## src/rtl/imu_pkg.sv

```systemverilog
// Shared types and constants for the accelerometer sampling sequencer.
// Holds the FSM state encoding, register addresses and the boot-time config table.
package imu_pkg;

   typedef enum logic [3:0] {
      S_BOOT,
      S_ID_REQ,
      S_ID_WAIT,
      S_ERROR,
      S_CFG_REQ,
      S_CFG_WAIT,
      S_IDLE,
      S_RD_REQ,
      S_RD_WAIT,
      S_PUBLISH
   } state_e;

   localparam logic [7:0] WHOAMI_ADDR  = 8'h0F;
   localparam logic [7:0] OUT_X_L_ADDR = 8'h28;
   localparam int         BOOT_CYCLES  = 16;
   localparam logic [2:0] LAST_BYTE    = 3'd5;

   // {addr, data}: CTRL_REG1 400 Hz XYZ on, then CTRL_REG4 BDU + high-res
   function automatic logic [15:0] cfg_entry(input logic idx);
      return idx ? 16'h2388 : 16'h2077;
   endfunction

endpackage

```

## src/rtl/imu_sampler.sv

```systemverilog
// Sequencer in front of the byte SPI master: ID check, config writes,
// then periodic 6-byte bursts published as three signed 16-bit samples.
module imu_sampler
   import imu_pkg::*;
#(
   parameter int         SAMPLE_PERIOD = 100000,
   parameter int         RETRY_PERIOD  = 1000000,
   parameter logic [7:0] WHOAMI_VAL    = 8'h33
) (
   input  logic        clk,
   input  logic        reset_n,
   input  logic        run,
   input  logic [7:0]  spi_rdata,
   input  logic        spi_done,
   output logic [7:0]  spi_addr,
   output logic [7:0]  spi_wdata,
   output logic        spi_read,
   output logic        spi_enable,
   output logic [15:0] accel_x,
   output logic [15:0] accel_y,
   output logic [15:0] accel_z,
   output logic        sample_valid,
   output logic        id_ok,
   output logic        id_err
);

   localparam int PW = $clog2(SAMPLE_PERIOD);
   localparam int RW = $clog2(RETRY_PERIOD);
   localparam logic [PW-1:0] P_LAST = PW'(SAMPLE_PERIOD - 1);
   localparam logic [PW-1:0] B_LAST = PW'(BOOT_CYCLES - 1);
   localparam logic [RW-1:0] R_LAST = RW'(RETRY_PERIOD - 1);

   state_e          state_q, state_d;
   logic [PW-1:0]   cnt_q, cnt_d;
   logic [RW-1:0]   retry_q, retry_d;
   logic [2:0]      idx_q, idx_d;
   logic [5:0][7:0] shadow_q, shadow_d;
   logic [7:0]      addr_q, addr_d;
   logic [7:0]      wdata_q, wdata_d;
   logic            read_q, read_d;
   logic            en_q, en_d;
   logic [15:0]     ax_q, ax_d;
   logic [15:0]     ay_q, ay_d;
   logic [15:0]     az_q, az_d;
   logic            valid_q, valid_d;
   logic            ok_q, ok_d;
   logic            err_q, err_d;

   always_comb begin
      state_d  = state_q;
      cnt_d    = cnt_q;
      retry_d  = retry_q;
      idx_d    = idx_q;
      shadow_d = shadow_q;
      addr_d   = addr_q;
      wdata_d  = wdata_q;
      read_d   = read_q;
      en_d     = 1'b0;
      ax_d     = ax_q;
      ay_d     = ay_q;
      az_d     = az_q;
      valid_d  = 1'b0;
      ok_d     = ok_q;
      err_d    = err_q;

      // Burst spacing is measured start-to-start, so keep counting mid-burst
      if (state_q == S_IDLE || state_q == S_RD_REQ ||
          state_q == S_RD_WAIT || state_q == S_PUBLISH) begin
         if (cnt_q != P_LAST) cnt_d = cnt_q + PW'(1);
      end

      unique case (state_q)
         S_BOOT: begin
            cnt_d = cnt_q + PW'(1);
            if (cnt_q == B_LAST) begin
               cnt_d   = '0;
               state_d = S_ID_REQ;
            end
         end
         S_ID_REQ: begin
            en_d    = 1'b1;
            read_d  = 1'b1;
            addr_d  = WHOAMI_ADDR;
            wdata_d = '0;
            state_d = S_ID_WAIT;
         end
         S_ID_WAIT: begin
            if (spi_done) begin
               if (spi_rdata == WHOAMI_VAL) begin
                  ok_d    = 1'b1;
                  err_d   = 1'b0;
                  idx_d   = '0;
                  state_d = S_CFG_REQ;
               end else begin
                  err_d   = 1'b1;
                  retry_d = '0;
                  state_d = S_ERROR;
               end
            end
         end
         S_ERROR: begin
            retry_d = retry_q + RW'(1);
            if (retry_q == R_LAST) state_d = S_ID_REQ;
         end
         S_CFG_REQ: begin
            en_d              = 1'b1;
            read_d            = 1'b0;
            {addr_d, wdata_d} = cfg_entry(idx_q[0]);
            state_d           = S_CFG_WAIT;
         end
         S_CFG_WAIT: begin
            if (spi_done) begin
               if (idx_q[0]) begin
                  cnt_d   = '0;
                  state_d = S_IDLE;
               end else begin
                  idx_d   = idx_q + 3'd1;
                  state_d = S_CFG_REQ;
               end
            end
         end
         S_IDLE: begin
            if (cnt_q == P_LAST && run) begin
               cnt_d   = '0;
               idx_d   = '0;
               state_d = S_RD_REQ;
            end
         end
         S_RD_REQ: begin
            en_d    = 1'b1;
            read_d  = 1'b1;
            addr_d  = OUT_X_L_ADDR + {5'b0, idx_q};
            wdata_d = '0;
            state_d = S_RD_WAIT;
         end
         S_RD_WAIT: begin
            if (spi_done) begin
               shadow_d[idx_q] = spi_rdata;
               if (idx_q == LAST_BYTE) begin
                  state_d = S_PUBLISH;
               end else begin
                  idx_d   = idx_q + 3'd1;
                  state_d = S_RD_REQ;
               end
            end
         end
         S_PUBLISH: begin
            ax_d    = {shadow_q[1], shadow_q[0]};
            ay_d    = {shadow_q[3], shadow_q[2]};
            az_d    = {shadow_q[5], shadow_q[4]};
            valid_d = 1'b1;
            state_d = S_IDLE;
         end
         default: state_d = S_BOOT;
      endcase
   end

   always_ff @(posedge clk) begin
      if (!reset_n) begin
         state_q  <= S_BOOT;
         cnt_q    <= '0;
         retry_q  <= '0;
         idx_q    <= '0;
         shadow_q <= '0;
         addr_q   <= '0;
         wdata_q  <= '0;
         read_q   <= 1'b0;
         en_q     <= 1'b0;
         ax_q     <= '0;
         ay_q     <= '0;
         az_q     <= '0;
         valid_q  <= 1'b0;
         ok_q     <= 1'b0;
         err_q    <= 1'b0;
      end else begin
         state_q  <= state_d;
         cnt_q    <= cnt_d;
         retry_q  <= retry_d;
         idx_q    <= idx_d;
         shadow_q <= shadow_d;
         addr_q   <= addr_d;
         wdata_q  <= wdata_d;
         read_q   <= read_d;
         en_q     <= en_d;
         ax_q     <= ax_d;
         ay_q     <= ay_d;
         az_q     <= az_d;
         valid_q  <= valid_d;
         ok_q     <= ok_d;
         err_q    <= err_d;
      end
   end

   assign spi_addr     = addr_q;
   assign spi_wdata    = wdata_q;
   assign spi_read     = read_q;
   assign spi_enable   = en_q;
   assign accel_x      = ax_q;
   assign accel_y      = ay_q;
   assign accel_z      = az_q;
   assign sample_valid = valid_q;
   assign id_ok        = ok_q;
   assign id_err       = err_q;

endmodule

```

## config.mk

```make
export PLATFORM = sky130hd
export DESIGN_NAME = imu_sampler
export DESIGN_NICKNAME = d
export VERILOG_FILES = /design/src/rtl/imu_pkg.sv /design/src/rtl/imu_sampler.sv
export SDC_FILE = /design/constraint.sdc
export NUM_CORES = 1
export LEC_CHECK = 0
export ABC_AREA = 1
export CAP_MARGIN = 20
export CORE_ASPECT_RATIO = 1.1
export CORE_MARGIN = 3
export CORE_UTILIZATION = 52
export CTS_BUF_LIST = sky130_fd_sc_hd__clkbuf_2 sky130_fd_sc_hd__clkbuf_4 sky130_fd_sc_hd__clkbuf_8
export CTS_CLUSTER_DIAMETER = 40
export CTS_CLUSTER_SIZE = 14
export DETAILED_ROUTE_END_ITERATION = 16
export PLACE_DENSITY = 0.8
export SLEW_MARGIN = 10
export SYNTH_ARGS = -nofsm -noshare
export SYNTH_HDL_FRONTEND = slang
export SYNTH_SLANG_ARGS = --single-unit
```

## constraint.sdc

```tcl
create_clock -name clk -period 1.55 [get_ports clk]
set_input_delay 0.155 -clock clk [delete_from_list [all_inputs] [get_ports clk]]
set_output_delay 0.155 -clock clk [all_outputs]
set_load 0.1 [all_outputs]
```

==> flow_results.xml <==
<?xml version="1.0" encoding="UTF-8"?>
<metrics>
  <group name="run_status">
    <metric name="run_status" unit="">finished, violations left</metric>
    <metric name="failing_checks" unit="">setup timing</metric>
  </group>
  <group name="critical_path">
    <metric name="worst_ep_arrival_time" unit="ns">2.27</metric>
    <metric name="kind_of_start_point_of_the_critical_path" unit="">register</metric>
    <metric name="r2r_end" unit="">idx_q[1]</metric>
    <metric name="critical_path_class" unit="">register to register</metric>
    <metric name="reg2reg_setup_slack" unit="ns">-0.36</metric>
    <metric name="r2r_cells" unit="">10</metric>
    <metric name="worstSetupStartpoint" unit="">idx_q[1]</metric>
    <metric name="worst-path-max-fanout" unit="">2</metric>
    <metric name="setup.worst_path.end" unit="">idx_q[1]</metric>
    <metric name="cp-end-kind" unit="">register</metric>
    <metric name="critPathRequiredTime" unit="ns">1.92</metric>
    <metric name="crit-reg2reg-launch" unit="">idx_q[1]</metric>
  </group>
  <group name="detailed_routing">
    <metric name="drt-initial-drc-count" unit="">1069</metric>
    <metric name="drc" unit="">0</metric>
    <metric name="detailedRoute.firstPassIterationCount" unit="">9</metric>
    <metric name="vias_per_cell" unit="">6.05</metric>
    <metric name="route.final.wire_length" unit="mm">25.7</metric>
    <metric name="detailroute.via_count" unit="">8150</metric>
    <metric name="ant_nets" unit="">0</metric>
    <metric name="wire_per_inst" unit="um">19.0</metric>
  </group>
  <group name="cts">
    <metric name="cts_tree" unit="">done</metric>
    <metric name="clock_insertion_delay_worst_skew" unit="ns">0.48</metric>
    <metric name="clock_tree.root_cell" unit="">sky130_fd_sc_hd__clkbuf_8</metric>
    <metric name="cts.clk_slew.worst_paths" unit="ns">0.10</metric>
    <metric name="number_of_clock_buffers_inserted_by_tritoncts" unit="">17</metric>
    <metric name="cts.path.max_buffers" unit="">2</metric>
    <metric name="tritoncts_num_sinks" unit="">152</metric>
    <metric name="cts_htree_levels" unit="">4</metric>
  </group>
  <group name="placed_design">
    <metric name="place.detailed.instances" unit="">1283</metric>
    <metric name="place_hpwl" unit="mm">12.9</metric>
    <metric name="place.port_buffers" unit="">77</metric>
    <metric name="gpl.final_weighted_congestion" unit="">0.910</metric>
  </group>
  <group name="logic_synthesis">
    <metric name="synth_largest_type_area_fraction" unit="%">43.8</metric>
    <metric name="synth_compound_gate_area_share" unit="%">16.0</metric>
    <metric name="synth_area_per_cell" unit="um2">6.86</metric>
    <metric name="yosys.cell_types.count" unit="">29</metric>
    <metric name="synth.yosys.seq_area_share" unit="%">43.8</metric>
    <metric name="netlist_top_cells_area" unit="">sky130_fd_sc_hd__dfxtp_1 (44%), sky130_fd_sc_hd__nor2_1 (11%), sky130_fd_sc_hd__nand2_1 (10%)</metric>
    <metric name="combinational_family_with_the_most_area_after_synthesis" unit="">simple AND/OR/NAND/NOR gates</metric>
    <metric name="synth_simple_gate_area_share" unit="%">30.3</metric>
    <metric name="synth-warning-count" unit="">0</metric>
    <metric name="netlist_instances" unit="">1012</metric>
    <metric name="synth_xor_area_share" unit="%">0.757</metric>
    <metric name="netlist_area" unit="um2">6950</metric>
    <metric name="synth_top_cell_by_area" unit="">sky130_fd_sc_hd__dfxtp_1</metric>
    <metric name="synth.mux.area_fraction" unit="%">0</metric>
    <metric name="flops_latches_synth" unit="">152</metric>
    <metric name="post_synth_fa_ha_maj_area_fraction" unit="%">0.901</metric>
  </group>
  <group name="power">
    <metric name="post-layout-total-power" unit="W">0.0154</metric>
    <metric name="share_clk_of_total_power" unit="%">21.3</metric>
    <metric name="pwr-share-seq" unit="%">31.7</metric>
    <metric name="irDropWorstVdd" unit="uV">1400</metric>
    <metric name="power_switching" unit="W">0.00698</metric>
    <metric name="power.leakage" unit="nW">4.27</metric>
    <metric name="power.combinational.fraction" unit="%">47.0</metric>
    <metric name="internal-power" unit="W">0.00841</metric>
    <metric name="power_density" unit="nW/um2">1480</metric>
    <metric name="p_sw_share" unit="%">45.4</metric>
  </group>
  <group name="sta">
    <metric name="finalSetupViolations" unit="">78</metric>
    <metric name="final.period_utilization" unit="%">123</metric>
    <metric name="worst_clock_skew" unit="ns">0.0169</metric>
    <metric name="finalCriticalPeriod" unit="ns">1.91</metric>
    <metric name="max_freq" unit="MHz">525</metric>
    <metric name="report.final.slew_viol_count" unit="">0</metric>
    <metric name="finalHoldViolations" unit="">0</metric>
    <metric name="rsz_0062_raised_after_global_routing" unit="">true</metric>
    <metric name="setup_tns" unit="ns">-7.43</metric>
    <metric name="worst_slack" unit="ns">-0.355</metric>
  </group>
  <group name="finish">
    <metric name="nNetsFinal" unit="">1194</metric>
    <metric name="final_cell_mix" unit="">sky130_fd_sc_hd__nor2_1 (184), sky130_fd_sc_hd__nand2_1 (172), sky130_fd_sc_hd__dfxtp_1 (135), sky130_fd_sc_hd__buf_4 (85), sky130_fd_sc_hd__o21ai_0 (79)</metric>
    <metric name="insertedDiodeCount" unit="">0</metric>
    <metric name="finish.cell_count_without_fillers" unit="">1347</metric>
    <metric name="layout.core_utilization" unit="%">81.1</metric>
    <metric name="syn2layout_area_growth" unit="%">50.2</metric>
    <metric name="final_common_cell" unit="">sky130_fd_sc_hd__nor2_1</metric>
    <metric name="drive_gt1_share" unit="%">29.7</metric>
  </group>
  <group name="floorplan">
    <metric name="std_cell_rows" unit="">43</metric>
    <metric name="die_area" unit="um2">14800</metric>
    <metric name="initial_utilization" unit="%">54.0</metric>
    <metric name="ports" unit="">81</metric>
    <metric name="floorplan.die.width" unit="um">116</metric>
    <metric name="coreArea" unit="um2">12900</metric>
    <metric name="fp.dieH" unit="um">127</metric>
  </group>
  <group name="global_routing">
    <metric name="grt_first_pass_wirelength" unit="mm">32.5</metric>
    <metric name="overflow_after_grt" unit="">0</metric>
    <metric name="largest_net_degree_at_the_start_of_global_routing" unit="">99</metric>
    <metric name="grt.total_usage" unit="%">27.0</metric>
    <metric name="antenna_found_initial" unit="">0</metric>
    <metric name="grt_pass1_vias" unit="">6911</metric>
  </group>
  <group name="run">
    <metric name="timing.max_cap.violations" unit="">0</metric>
  </group>
  <group name="worst_hold_path">
    <metric name="holdCritPathClass" unit="">input pin to register</metric>
  </group>
</metrics>
==> final cells by class <==
type | instances | area [um2]
clock buffer | 19 | 262
clock inverter | 13 | 156
fill | 675 | 2430
inverter | 85 | 347
multi-input combinational | 732 | 3850
sequential | 152 | 3070
tap | 157 | 196
timing repair buffer | 188 | 2540
timing repair inverter | 1 | 7.51
==> per-layer routing <==
| metal | global-route usage, % | routed length, um | part of all wire, % |
|---|---|---|---|
| met5 | 0 | 0 | 0 |
| met4 | 8.81 | 1490 | 5.8 |
| met3 | 6.77 | 2630 | 10 |
| met2 | 44.9 | 12500 | 49 |
| met1 | 34.4 | 9060 | 35 |
==> stage by stage <==
step / hold WS [ns] / area [um2] / setup slack, ns
2_1_floorplan: 0.362 / 6970 / 0.0175
3_3_place_gp: 0.466 / 9060 / -0.192
3_5_place_dp: 0.472 / 9060 / -0.247
4_1_cts: 0.00199 / 9680 / -0.0377
5_1_grt: 0.0201 / 10400 / -0.468
6_report: 0.0232 / 10400 / -0.355
==> flip-flops by register name, indices dropped and copies added (netlist names), 2 cells and up <==
name	flops
accel_y	16
shadow_q	48
spi_addr	5
idx_q	3
accel_x	16
spi_wdata	2
cnt_q	17
accel_z	16
state_q	4
retry_q	20
==> Yosys cell counts (all sizes together) <==
cell type and number:
a211oi 10, a21oi 86, a31oi 1, buf 24, clkbuf 22, clkinv 1
conb 1, dfxtp 152, ha 5, inv 84, nand2 198, nand3 53
nand4 11, nor2 220, nor3 16, o211ai 2, o21ai 112, o21bai 3
or2 5, xor2 6
==> critical path, cell delays in order, from the launching register on <==
cell	delay, ns
sky130_fd_sc_hd__dfxtp_1	0.40
sky130_fd_sc_hd__inv_1	0.09
sky130_fd_sc_hd__ha_1	0.22
sky130_fd_sc_hd__nand2_1	0.12
sky130_fd_sc_hd__nor2_1	0.08
sky130_fd_sc_hd__a21oi_1	0.23
sky130_fd_sc_hd__nand2_1	0.13
sky130_fd_sc_hd__nor2_1	0.21
sky130_fd_sc_hd__nand2_1	0.13
sky130_fd_sc_hd__nand2_1	0.10
sky130_fd_sc_hd__nor2_1	0.08
==> power groups by stage <==
stage | logic [W] | clock network, W | registers (W)
floorplan | 0.00243 | 0 | 0.00647
global placement | 0.00623 | 0 | 0.00484
detailed placement | 0.00631 | 0 | 0.00485
CTS | 0.00644 | 0.00321 | 0.00480
global route | 0.00759 | 0.00343 | 0.00493
finish | 0.00723 | 0.00328 | 0.00488
==> timing repair <==
item                                    CTS  global route
buffers inserted                         10            15
resized for setup                        36           166
pin swaps                                15            24
endpoints found under the setup margin  102           140
hold buffers                              0             0
gates cloned                              1             7
==> cell families (layout without fill, tap and decap cells) <==
| family | Yosys count | count (layout) |
|---|---|---|
| AND/OR/NAND/NOR | 503 | 504 |
| AO/OA/AOI/OAI | 214 | 214 |
| flip-flops | 152 | 152 |
| buffers and inverters | 131 | 306 |
| XOR/XNOR | 6 | 6 |
| adder cells (fa/ha/maj) | 5 | 5 |
| other | 1 | 3 |
==> how the worst min path moves through the flow <==
| stage | slack, ns | cells past startpoint | endpoint | start |
|---|---|---|---|---|
| after CTS | 0.002 | 3 | state_q[3] | reset_n |
| after floorplan | 0.36 | 2 | shadow_q[0] | spi_rdata[0] |
| after global routing | 0.02 | 3 | state_q[1] | reset_n |
| final | 0.02 | 3 | state_q[2] | reset_n |
| after global placement | 0.47 | 2 | retry_q[19] | retry_q[19] |
| after detailed placement | 0.47 | 2 | retry_q[19] | retry_q[19] |
(Power assumes the default switching activity.)
